===== src/rtl/retire_unit.sv =====
// In-order retire stage: selects the retirable head group, writes the register file
// and serialises stores via req/ack. Optional perf counters under RETIRE_PERF_EN.
package retire_unit_pkg;
    typedef struct packed {
        logic [4:0]  dest_reg;
        logic        dest_reg_valid;
        logic [31:0] result_lo;
    } rob_entry_t;
endpackage

module retire_unit
    import retire_unit_pkg::*;
#(
    parameter int EXT_COUNT    = 4,
    parameter int EXTCOUNTLOG2 = $clog2(EXT_COUNT)
) (
    input  logic                    clock,
    input  logic                    reset_n,
    input  rob_entry_t              slot_data     [EXT_COUNT],
    input  logic [EXT_COUNT-1:0]    slot_valid,
    input  logic [EXT_COUNT-1:0]    slot_kill,
    input  logic [EXT_COUNT-1:0]    slot_is_store,
    input  logic [31:0]             slot_st_addr  [EXT_COUNT],
    input  logic [31:0]             slot_st_data  [EXT_COUNT],
    input  logic [3:0]              slot_st_be    [EXT_COUNT],
    input  logic                    halt,
    output logic                    consume,
    output logic [EXTCOUNTLOG2-1:0] consume_count,
    output logic [EXT_COUNT-1:0]    rf_we,
    output logic [4:0]              rf_waddr      [EXT_COUNT],
    output logic [31:0]             rf_wdata      [EXT_COUNT],
    output logic                    st_req,
    output logic [31:0]             st_addr,
    output logic [31:0]             st_data,
    output logic [3:0]              st_be,
    input  logic                    st_ack,
    output logic [31:0]             perf_retired,
    output logic [31:0]             perf_killed
);

    typedef enum logic {RUN, ST_WAIT} state_t;

    state_t                 r_state;
    logic                   r_st_req;
    logic [31:0]            r_st_addr;
    logic [31:0]            r_st_data;
    logic [3:0]             r_st_be;

    logic [EXTCOUNTLOG2:0]  w_n;
    logic                   w_scan_stop;
    logic [EXT_COUNT-1:0]   w_in_group;
    logic [EXT_COUNT-1:0]   w_base_we;
    logic                   w_run;
    logic                   w_consume_run;
    logic                   w_store_start;

    assign w_run = (r_state == RUN);

    // Group ends at the first empty slot or the first live store; killed slots drain through.
    always_comb begin
        w_n         = '0;
        w_scan_stop = 1'b0;
        for (int i = 0; i < EXT_COUNT; i++) begin
            if (!w_scan_stop) begin
                if (!slot_valid[i] || (slot_is_store[i] && !slot_kill[i]))
                    w_scan_stop = 1'b1;
                else
                    w_n = (EXTCOUNTLOG2+1)'(i + 1);
            end
        end
    end

    always_comb begin
        w_in_group = '0;
        w_base_we  = '0;
        for (int i = 0; i < EXT_COUNT; i++) begin
            w_in_group[i] = ((EXTCOUNTLOG2+1)'(i) < w_n);
            w_base_we[i]  = w_in_group[i] & ~slot_kill[i] & slot_data[i].dest_reg_valid &
                            (slot_data[i].dest_reg != 5'd0) & ~halt & w_run & reset_n;
        end
    end

    // Youngest writer to a register wins inside one group.
    always_comb begin
        rf_we = w_base_we;
        for (int i = 0; i < EXT_COUNT; i++) begin
            for (int j = i + 1; j < EXT_COUNT; j++) begin
                if (w_base_we[j] && (slot_data[j].dest_reg == slot_data[i].dest_reg))
                    rf_we[i] = 1'b0;
            end
        end
    end

    always_comb begin
        for (int i = 0; i < EXT_COUNT; i++) begin
            rf_waddr[i] = slot_data[i].dest_reg;
            rf_wdata[i] = slot_data[i].result_lo;
        end
    end

    assign w_consume_run = (w_n != '0) & ~halt;
    assign w_store_start = w_run & slot_valid[0] & slot_is_store[0] & ~slot_kill[0] & ~halt;

    assign consume       = reset_n & (w_run ? w_consume_run : st_ack);
    assign consume_count = (w_run && w_consume_run) ? EXTCOUNTLOG2'(w_n - 1'b1) : '0;

    always_ff @(posedge clock or negedge reset_n) begin
        if (!reset_n) begin
            r_state   <= RUN;
            r_st_req  <= 1'b0;
            r_st_addr <= '0;
            r_st_data <= '0;
            r_st_be   <= '0;
        end else begin
            case (r_state)
                RUN: begin
                    if (w_store_start) begin
                        r_st_addr <= slot_st_addr[0];
                        r_st_data <= slot_st_data[0];
                        r_st_be   <= slot_st_be[0];
                        r_st_req  <= 1'b1;
                        r_state   <= ST_WAIT;
                    end
                end
                ST_WAIT: begin
                    if (st_ack) begin
                        r_st_req <= 1'b0;
                        r_state  <= RUN;
                    end
                end
            endcase
        end
    end

    assign st_req  = r_st_req;
    assign st_addr = r_st_addr;
    assign st_data = r_st_data;
    assign st_be   = r_st_be;

`ifdef RETIRE_PERF_EN
    logic [31:0] r_perf_retired;
    logic [31:0] r_perf_killed;
    logic [31:0] w_ret_inc;
    logic [31:0] w_kill_inc;

    always_comb begin
        w_ret_inc  = '0;
        w_kill_inc = '0;
        if (w_run && w_consume_run) begin
            for (int i = 0; i < EXT_COUNT; i++) begin
                if (w_in_group[i]) begin
                    if (slot_kill[i]) w_kill_inc = w_kill_inc + 32'd1;
                    else              w_ret_inc  = w_ret_inc + 32'd1;
                end
            end
        end else if (!w_run && st_ack) begin
            w_ret_inc = 32'd1;
        end
    end

    always_ff @(posedge clock or negedge reset_n) begin
        if (!reset_n) begin
            r_perf_retired <= '0;
            r_perf_killed  <= '0;
        end else begin
            r_perf_retired <= r_perf_retired + w_ret_inc;
            r_perf_killed  <= r_perf_killed + w_kill_inc;
        end
    end

    assign perf_retired = r_perf_retired;
    assign perf_killed  = r_perf_killed;
`else
    assign perf_retired = '0;
    assign perf_killed  = '0;
`endif

endmodule


===== config.mk =====
export PLATFORM = sky130hd
export DESIGN_NAME = retire_unit
export DESIGN_NICKNAME = d
export VERILOG_FILES = /design/src/rtl/retire_unit.sv
export SDC_FILE = /design/constraint.sdc
export NUM_CORES = 1
export LEC_CHECK = 0
export BUFFER_PORTS_ARGS = -buffer_cell sky130_fd_sc_hd__buf_2
export CAP_MARGIN = 20
export CORE_AREA = 2 2 284 286
export CTS_BUF_LIST = sky130_fd_sc_hd__clkbuf_4 sky130_fd_sc_hd__clkbuf_8
export DETAILED_ROUTE_END_ITERATION = 8
export DIE_AREA = 0 0 286 288
export GPL_TIMING_DRIVEN = 0
export PLACE_DENSITY = 0.36
export SKIP_CTS_REPAIR_TIMING = 1
export SLEW_MARGIN = 20
export SYNTH_ARGS = -nofsm -noshare
export SYNTH_HDL_FRONTEND = slang
export SYNTH_SLANG_ARGS = --single-unit

===== constraint.sdc =====
create_clock -name clock -period 2.4 [get_ports clock]
set_input_delay 0.48 -clock clock [delete_from_list [all_inputs] [get_ports clock]]
set_output_delay 0.48 -clock clock [all_outputs]
set_load 0.02 [all_outputs]

==> results of run 1 <==
logic make-up after synthesis:
group                    Yosys count  share of synthesized area
multiplexers                      68                      0.161
AO/OA/AOI/OAI                     16                     0.0286
buffers and inverters            222                      0.343
AND/OR/NAND/NOR                   36                     0.0417
adder cells (fa/ha/maj)            1                    0.00262
flip-flops                        70                      0.367
other                              1                   0.000786
XOR/XNOR                          30                     0.0551
synth_stat cells:
cell type | count | area share
o21ai_0 | 5 | 0.0052
or4_1 | 3 | 0.0047
ha_1 | 1 | 0.0026
or3_1 | 1 | 0.0013
o211ai_1 | 1 | 0.0016
a211oi_1 | 2 | 0.0031
inv_1 | 3 | 0.0024
xor2_1 | 13 | 0.024
nand2b_1 | 3 | 0.0039
mux2_2 | 68 | 0.16
a41oi_1 | 1 | 0.0018
or3_4 | 1 | 0.0024
xnor2_1 | 17 | 0.031
o2111ai_4 | 1 | 0.0055
a21boi_0 | 1 | 0.0016
nor2b_1 | 3 | 0.0039
nand3_1 | 6 | 0.0063
nor3_1 | 5 | 0.0052
nor2_1 | 5 | 0.0039
nand4b_1 | 1 | 0.0018
o2111ai_1 | 2 | 0.0037
nor4_1 | 2 | 0.0026
buf_4 | 212 | 0.33
nand2_1 | 5 | 0.0039
nand3b_1 | 1 | 0.0016
a21oi_1 | 1 | 0.0010
conb_1 | 1 | 0.00079
o41ai_1 | 1 | 0.0018
buf_2 | 7 | 0.0073
a2111oi_2 | 1 | 0.0031
dfrtp_1 | 70 | 0.37
cell usage in the layout, fill, tap and decap left out, drive strengths merged:
| cell | count |
|---|---|
| nand2b | 3 |
| o2111ai | 3 |
| o211ai | 1 |
| nor3 | 5 |
| inv | 4 |
| xor2 | 13 |
| nand3b | 1 |
| conb | 64 |
| nand2 | 5 |
| nand3 | 6 |
| a21boi | 1 |
| a41oi | 1 |
| or4 | 3 |
| nand4b | 1 |
| o41ai | 1 |
| nor2 | 5 |
| diode | 3 |
| a21oi | 1 |
| o21ai | 5 |
| bufinv | 1 |
| buf | 559 |
| xnor2 | 17 |
| nor2b | 3 |
| or3 | 2 |
| a211oi | 2 |
| dfrtp | 70 |
| ha | 1 |
| clkinv | 1 |
| nor4 | 2 |
| clkbuf | 11 |
| clkinvlp | 1 |
| mux2 | 68 |
| a2111oi | 1 |
critical path, stage by stage:
cell,delay [ps]
buf_2,180
or4_1,520
o2111ai_1,190
or3_4,210
o41ai_4,80
a211oi_2,270
buf_4,190
registers in the layout, summed over array words and instances (netlist names):
register,flops
st_data,32
r_state,1
st_be,4
st_addr,32
st_req,1
final cells by class:
class                           instances  area share
Timing Repair Buffer                  340       0.211
Sequential cell                        70       0.207
Multi-Input combinational cell        215       0.207
Buffer                                219       0.192
Tap cell                             1060       0.157
Clock buffer                           11      0.0179
Clock inverter                          4     0.00650
Inverter                                3     0.00133
Antenna cell                            3    0.000887
metrics by stage:
| stage | instances | worst slack [ps] |
|---|---|---|
| 6_report | 1925 | -200 |
| 5_1_grt | 1922 | -354 |
| 4_1_cts | 1914 | -973 |
| 3_5_place_dp | 1899 | -797 |
| 3_3_place_gp | 1898 | -1810 |
| 2_1_floorplan | 507 | 5.28 |
worst min-delay path by stage:
stage	cells after the start	from	endpoint
finish	1	reset_n	st_data[28]
global route	1	reset_n	st_data[28]
CTS	1	reset_n	st_addr[13]
global placement	2	st_req	st_req
detailed placement	1	reset_n	st_data[26]
floorplan	0	reset_n	r_state
power by group:
part | switching (mW) | internal [mW]
clock | 0.476 | 0.536
combinational | 1.15 | 0.836
sequential | 0.147 | 1.47
total | 1.77 | 2.84
layer usage:
layer,up-vias,share of wire,global-route usage,routed length (um)
met1,1953,0.36,0.0499,7610
met4,2,0.016,0.0157,349
met2,362,0.50,0.0867,10600
li1,2019,-,-,-
met3,20,0.12,0.0180,2580
met5,-,0.00057,0,12
==> flow_metrics.tcl, run 1 <==
set metrics [dict create \
    core-area_um2 79600 \
    h-tree-depth 3 \
    timing.rr.start "r_state" \
    clk_latency_ps 360 \
    startpoint_type "input pin" \
    fin_hold_ws_ps 55.2 \
    hold_viol 0 \
    avgViaCountPerCell 2.26 \
    antenna_found_initial 3 \
    critPathKind "input pin to output port" \
    area_delta_synth_final_pct 77.5 \
    endpoint "rf_we[0]" \
    yosys_warnings 0 \
    fin_util 0.106 \
    synth_cell_types 31 \
    crit_path_max_fanout 5 \
    drv_cap 0 \
    power.density_nw_per_um2 544 \
    final_area_um2 8470 \
    r2r_end "st_addr[9]" \
    grt_max_degree 47 \
    drt_wl_total_mm 21.2 \
    min_period_ps 2600 \
    r2r_setup_slack_ps 590 \
    dpl-instance-area_um2 8030 \
    final-setup-viol-count 7 \
    die_h_um 288 \
    antenna_left 0 \
    cts.clk_slew.worst_paths_ps 80 \
    regArea_um2 1750 \
    drt_first_pass_iters 4 \
    violations "setup timing" \
    r2r_cells 5 \
    avgRoutedWirePerCell_um 11.0 \
    status "finished with violations" \
    drive_above_1_share 0.769 \
    syn_inst 444 \
    first_global_vias 4198 \
    layout_setup_ws_ps -200 \
    drt_iter0_markers 77 \
    max_freq_ghz 0.385 \
    num-fill-cells 9225 \
    grt_use_total 0.0475 \
    gp_congestion 0.723 \
    fin_setup_tns_ps -717 \
    die_area_um2 82400 \
    numCtsBuffers 9 \
    final_nets 1299 \
    dpl.hpwl_mm 18.6 \
    synth_area_per_cell_um2 10.7 \
    synth_area_um2 4770 \
    start_util 0.0599 \
    grt_pass1_wl_mm 28.4 \
    portBuffers 331 \
    clockBufferDepth 2 \
    post-route-period-util 1.08 \
    drc_errors 0 \
    required_ps 1920 \
    rsz0062_at_grt "yes" \
    chipWidth_um 286 \
    holdCritPathClass "input pin to async pin" \
    drv_slew 0 \
    cts_tree "yes" \
    finalPower_mw 4.61 \
    ir_drop_mv 0.568 \
    finClkSkew_ps 9.37 \
    ios 728 \
    via_count 4356 \
    ys_seq_area_frac 0.367 \
    p_leak_nw 4.13 \
    maxSlewHeadroom 0.667 \
    std_cell_rows 104 \
    cp-end-kind "output port" \
    cts_root_buf "clkbuf_8" \
    worst_slew_pin_slew_ps 498 \
    gr-total-overflow 0 \
    arrival_ps 2120 \
    ys_seq_elements 70 \
    critPathLaunch "slot_data[73]" \
    clkSinkCount 70 \
    multi_input_area_um2 1750 \
]
No activity file was read; power rests on OpenSTA's default activity.
==> inputs of run 2 (changes only) <==
--- a/config.mk
+++ b/config.mk
@@ -7,12 +7,14 @@
 export LEC_CHECK = 0
 export BUFFER_PORTS_ARGS = -buffer_cell sky130_fd_sc_hd__buf_2
 export CAP_MARGIN = 20
-export CORE_AREA = 2 2 284 286
+export CELL_PAD_IN_SITES_DETAIL_PLACEMENT = 1
+export CELL_PAD_IN_SITES_GLOBAL_PLACEMENT = 1
+export CORE_AREA = 2 2 281 283
 export CTS_BUF_LIST = sky130_fd_sc_hd__clkbuf_4 sky130_fd_sc_hd__clkbuf_8
 export DETAILED_ROUTE_END_ITERATION = 8
-export DIE_AREA = 0 0 286 288
+export DIE_AREA = 0 0 283 285
 export GPL_TIMING_DRIVEN = 0
-export PLACE_DENSITY = 0.36
+export PLACE_DENSITY = 0.45
 export SKIP_CTS_REPAIR_TIMING = 1
 export SLEW_MARGIN = 20
 export SYNTH_ARGS = -nofsm -noshare
==> flow_metrics.tcl, run 2 (synthesis results as in run 1) <==
set metrics [dict create \
    arrival_ps 2290 \
    required_ps 1920 \
    cts_tree "yes" \
    antenna_found_initial 5 \
    core-area_um2 78000 \
    gr-total-overflow 0 \
    avgViaCountPerCell 2.28 \
    regArea_um2 1750 \
    antenna_left 0 \
    cp_top_family "simple AND/OR/NAND/NOR gates" \
    drv_cap 0 \
    power.density_nw_per_um2 556 \
    min_period_ps 2770 \
    timing.rr.start "r_state" \
    routed.top_layer "met5" \
    p_sw_mw 1.80 \
    combPwrFrac 0.421 \
    h-tree-depth 3 \
    numCtsBuffers 9 \
    ios 728 \
    drc_errors 0 \
    std_cell_rows 103 \
    violations "setup timing" \
    critPathKind "register to output port" \
    critical_path.max_stage_delay_ps 450 \
    wl_met3_mm 2.89 \
    r2r_end "st_data[27]" \
    cts_root_buf "clkbuf_8" \
    die_h_um 285 \
    hold_viol 0 \
    power_frac_seq 0.340 \
    grt_pass1_wl_mm 31.9 \
    slowest_stage "dfrtp_2" \
    maxSlewHeadroom 0.658 \
    multi_input_area_um2 1730 \
    dpl-instance-area_um2 8020 \
    layout_setup_ws_ps -372 \
    final_cell_mix "332 x buf_2, 220 x buf_4, 69 x dfrtp_1, 68 x mux2_2, 64 x conb_1" \
    clk_latency_ps 380 \
    drt_wl_total_mm 23.0 \
    num-fill-cells 9336 \
    holdCritPathClass "input pin to async pin" \
    finClkSkew_ps 6.95 \
    start_util 0.0612 \
    max_freq_ghz 0.361 \
    first_global_vias 4640 \
    chipWidth_um 283 \
    final_area_um2 8520 \
    final-setup-viol-count 4 \
    clockPowerShare 0.238 \
    r2r_setup_slack_ps 790 \
    cts.clk_slew.worst_paths_ps 80 \
    portBuffers 331 \
    worst_slew_pin_slew_ps 511 \
    area_delta_synth_final_pct 78.5 \
    drt_first_pass_iters 3 \
    drt_iter0_markers 79 \
    power.share.switching 0.379 \
    worst-path-buf-inv 2 \
    grt_max_degree 46 \
    r2r_cells 4 \
    post-route-period-util 1.15 \
    p_leak_nw 4.17 \
    clockBufferDepth 2 \
    die_area_um2 80700 \
    grt_use_total 0.0543 \
    final_nets 1301 \
    drive_above_1_share 0.770 \
    routed-wl-met2_mm 10.7 \
    dpl.hpwl_mm 20.4 \
    met1_length_mm 9.07 \
    avgRoutedWirePerCell_um 12.0 \
    via_count 4372 \
    cp-end-kind "output port" \
    final_common_cell "buf_2" \
    path_cells "nor2_4 -> nand4b_1 -> a2111oi_4 -> buf_4 -> a211oi_1 -> buf_2" \
    gp_congestion 0.777 \
    crit_path_max_fanout 4 \
    fin_hold_ws_ps 56.7 \
    ir_drop_mv 0.477 \
    clkSinkCount 70 \
    startpoint_type "register" \
    drv_slew 0 \
    internal-power_mw 2.94 \
    status "finished with violations" \
    rsz0062_at_grt "yes" \
]
run 2: worst reg2reg max path, stage by stage, from the launching register on:
cell     delay, ps
dfrtp_2        450
nor2_4         140
nand3_1        280
buf_2          330
mux2_2         300
run 2: final cells by class:
class | instances | share of cell area
Clock inverter | 5 | 0.00955
Tap cell | 1050 | 0.154
Clock buffer | 11 | 0.0170
Timing Repair Buffer | 342 | 0.217
Antenna cell | 4 | 0.00118
Buffer | 219 | 0.191
Multi-Input combinational cell | 215 | 0.203
Sequential cell | 70 | 0.206
Inverter | 3 | 0.00132
run 2: how the worst max path moves through the flow:
stage,startpoint,end,slack [ps],depth (start not counted)
global route,r_state,rf_we[1],-510,6
global placement,reset_n,rf_we[2],-2090,5
detailed placement,reset_n,rf_we[0],-910,7
CTS,reset_n,rf_we[0],-910,7
finish,r_state,rf_we[0],-370,6
floorplan,slot_data[72],rf_we[1],5,5
run 2: through the flow:
| step | cells | util | worst slack [ps] | power [mW] | setup TNS [ps] |
|---|---|---|---|---|---|
| 5_1_grt | 1917 | 0.109 | -515 | 5.04 | -2020 |
| 2_1_floorplan | 507 | - | 5.28 | 2.84 | 0 |
| 6_report | 1919 | 0.109 | -372 | 4.74 | -1370 |
| 3_5_place_dp | 1889 | 0.103 | -912 | 3.60 | -4150 |
| 4_1_cts | 1905 | 0.106 | -909 | 4.80 | -4510 |
| 3_3_place_gp | 1888 | 0.102 | -2090 | 3.58 | -9170 |
run 2: metal layers:
metal / track usage / up-vias
met5: 0 / -
met4: 0.0176 / 2
met3: 0.0305 / 16
met2: 0.0871 / 317
met1: 0.0609 / 2020
li1: - / 2017
run 2: power groups by stage:
stage / registers [mW] / clock network [mW] / logic (mW)
3_5_place_dp: 1.62 / 0 / 1.97
6_report: 1.61 / 1.13 / 2.00
3_3_place_gp: 1.62 / 0 / 1.96
4_1_cts: 1.62 / 1.20 / 1.98
2_1_floorplan: 1.98 / 0 / 0.861
5_1_grt: 1.65 / 1.24 / 2.14
==> inputs of run 3 (changes only) <==
==> constraint.sdc (replaced) <==
create_clock -name clock -period 3 [get_ports clock]
set_input_delay 0.6 -clock clock [delete_from_list [all_inputs] [get_ports clock]]
set_output_delay 0.6 -clock clock [all_outputs]
set_load 0.02 [all_outputs]
==> flow_metrics.tcl, run 3 (synthesis results as in run 1) <==
set metrics [dict create \
    arrival_ps 2260 \
    preCtsSetupSlack_ps -771 \
    critical_path.max_stage_delay_ps 450 \
    rsz0062_at_grt "yes" \
    slowest_stage "o41ai_1" \
    core-area_um2 78000 \
    cts_tree "yes" \
    h-tree-depth 3 \
    worst-path-buf-inv 3 \
    r2r_setup_slack_ps 1420 \
    final_nets 1296 \
    power_frac_seq 0.353 \
    die_area_um2 80700 \
    timing.rr.start "r_state" \
    r2r_cells 4 \
    clkSinkCount 70 \
    first_global_vias 4669 \
    crit_top_cell "buf_16" \
    finalPower_mw 3.68 \
    dpl.hpwl_mm 20.3 \
    drive_above_1_share 0.758 \
    cp-end-kind "output port" \
    gr-total-overflow 0 \
    final_cell_mix "335 x buf_2, 217 x buf_4, 70 x dfrtp_1, 68 x mux2_2, 64 x conb_1" \
    r2r_end "st_data[25]" \
    startpoint_type "input pin" \
    clk_latency_ps 380 \
    start_util 0.0612 \
    drv_slew 0 \
    stdcell_count 1911 \
    max_freq_ghz 0.350 \
    avgRoutedWirePerCell_um 12.1 \
    critPathKind "input pin to output port" \
    min_period_ps 2860 \
    drt_iter0_markers 53 \
    hold_viol 0 \
    drt_first_pass_iters 4 \
    required_ps 2400 \
    path_cells "buf_16 -> buf_16 -> nand2_2 -> or3_4 -> o41ai_1 -> a211oi_2 -> buf_4" \
    area_delta_synth_final_pct 75.9 \
    clockBufferDepth 2 \
    chipWidth_um 283 \
    power.density_nw_per_um2 438 \
    holdCritPathClass "input pin to async pin" \
    grt_max_degree 50 \
    ios 728 \
    p_sw_mw 1.45 \
    std_cell_rows 103 \
    clockPowerShare 0.216 \
    drt_wl_total_mm 23.1 \
    status "complete, no violations" \
    internal-power_mw 2.22 \
    avgViaCountPerCell 2.30 \
    ir_drop_mv 0.351 \
    cts_root_buf "clkbuf_8" \
    grt_use_total 0.0535 \
    post-route-period-util 0.952 \
    cts.clk_slew.worst_paths_ps 80 \
    placed_cells 1889 \
    final_common_cell "buf_2" \
    cp_top_family "simple AND/OR/NAND/NOR gates" \
    antenna_left 0 \
    grt_pass1_wl_mm 31.7 \
    via_count 4397 \
    combPwrFrac 0.431 \
    power.share.switching 0.395 \
    finClkSkew_ps 7.66 \
    portBuffers 331 \
    antenna_found_initial 1 \
    final-setup-viol-count 0 \
    numCtsBuffers 9 \
    drv_cap 0 \
    die_h_um 285 \
    gp_congestion 0.784 \
    p_leak_nw 4.12 \
    layout_setup_ws_ps 143 \
    drc_errors 0 \
    crit_path_max_fanout 27 \
]
## run 3: cell count changes in the layout (fill, tap and decap cells not counted), sizes merged
| cell | change |
|---|---|
| bufinv | -1 |
| clkinv | +2 |
| clkinvlp | +2 |
| buf | -6 |
| inv | -1 |
| diode | -3 |
| clkbuf | -1 |
## run 3: final cells by class
cell class / count / area [um2]
Inverter: 3 / 11.3
Timing Repair Buffer: 337 / 1780
Antenna cell: 1 / 2.50
Multi-Input combinational cell: 215 / 1700
Tap cell: 1050 / 1310
Sequential cell: 70 / 1750
Fill cell: 9392 / 69600
Buffer: 219 / 1630
Clock inverter: 7 / 75.1
Clock buffer: 9 / 124
## run 3: how the worst max path moves through the flow
stage,startpoint,end,slack (ps),cells past startpoint
floorplan,halt,rf_we[2],310,4
global placement,reset_n,rf_we[2],-1830,5
detailed placement,reset_n,rf_we[2],-770,6
CTS,reset_n,rf_we[2],-770,6
global route,r_state,rf_we[2],-60,5
finish,reset_n,rf_we[0],140,7
## run 3: layer usage
metal | share of wire | track usage | vias to the layer above
li1 | - | - | 2006
met1 | 0.38 | 0.0600 | 2044
met2 | 0.48 | 0.0891 | 327
met3 | 0.12 | 0.0258 | 18
met4 | 0.013 | 0.0166 | 2
met5 | 0.00069 | 0 | -
## run 3: metrics by stage
stage / hold slack (ps) / util / TNS [ps] / instance area (um2)
2_1_floorplan: 304 / - / 0 / 5010
3_3_place_gp: 466 / 0.102 / -7650 / 7980
3_5_place_dp: 473 / 0.103 / -3380 / 8010
4_1_cts: 104 / 0.105 / -3400 / 8210
5_1_grt: 21.6 / 0.108 / -150 / 8390
6_report: 37.9 / 0.108 / 0 / 8390
## run 3: power groups by stage
stage	Combinational [mW]	Clock [mW]	Sequential, mW
6_report	1.59	0.795	1.30
5_1_grt	1.71	0.862	1.33
4_1_cts	1.59	0.828	1.30
3_5_place_dp	1.59	0	1.31
3_3_place_gp	1.57	0	1.30
2_1_floorplan	0.688	0	1.58
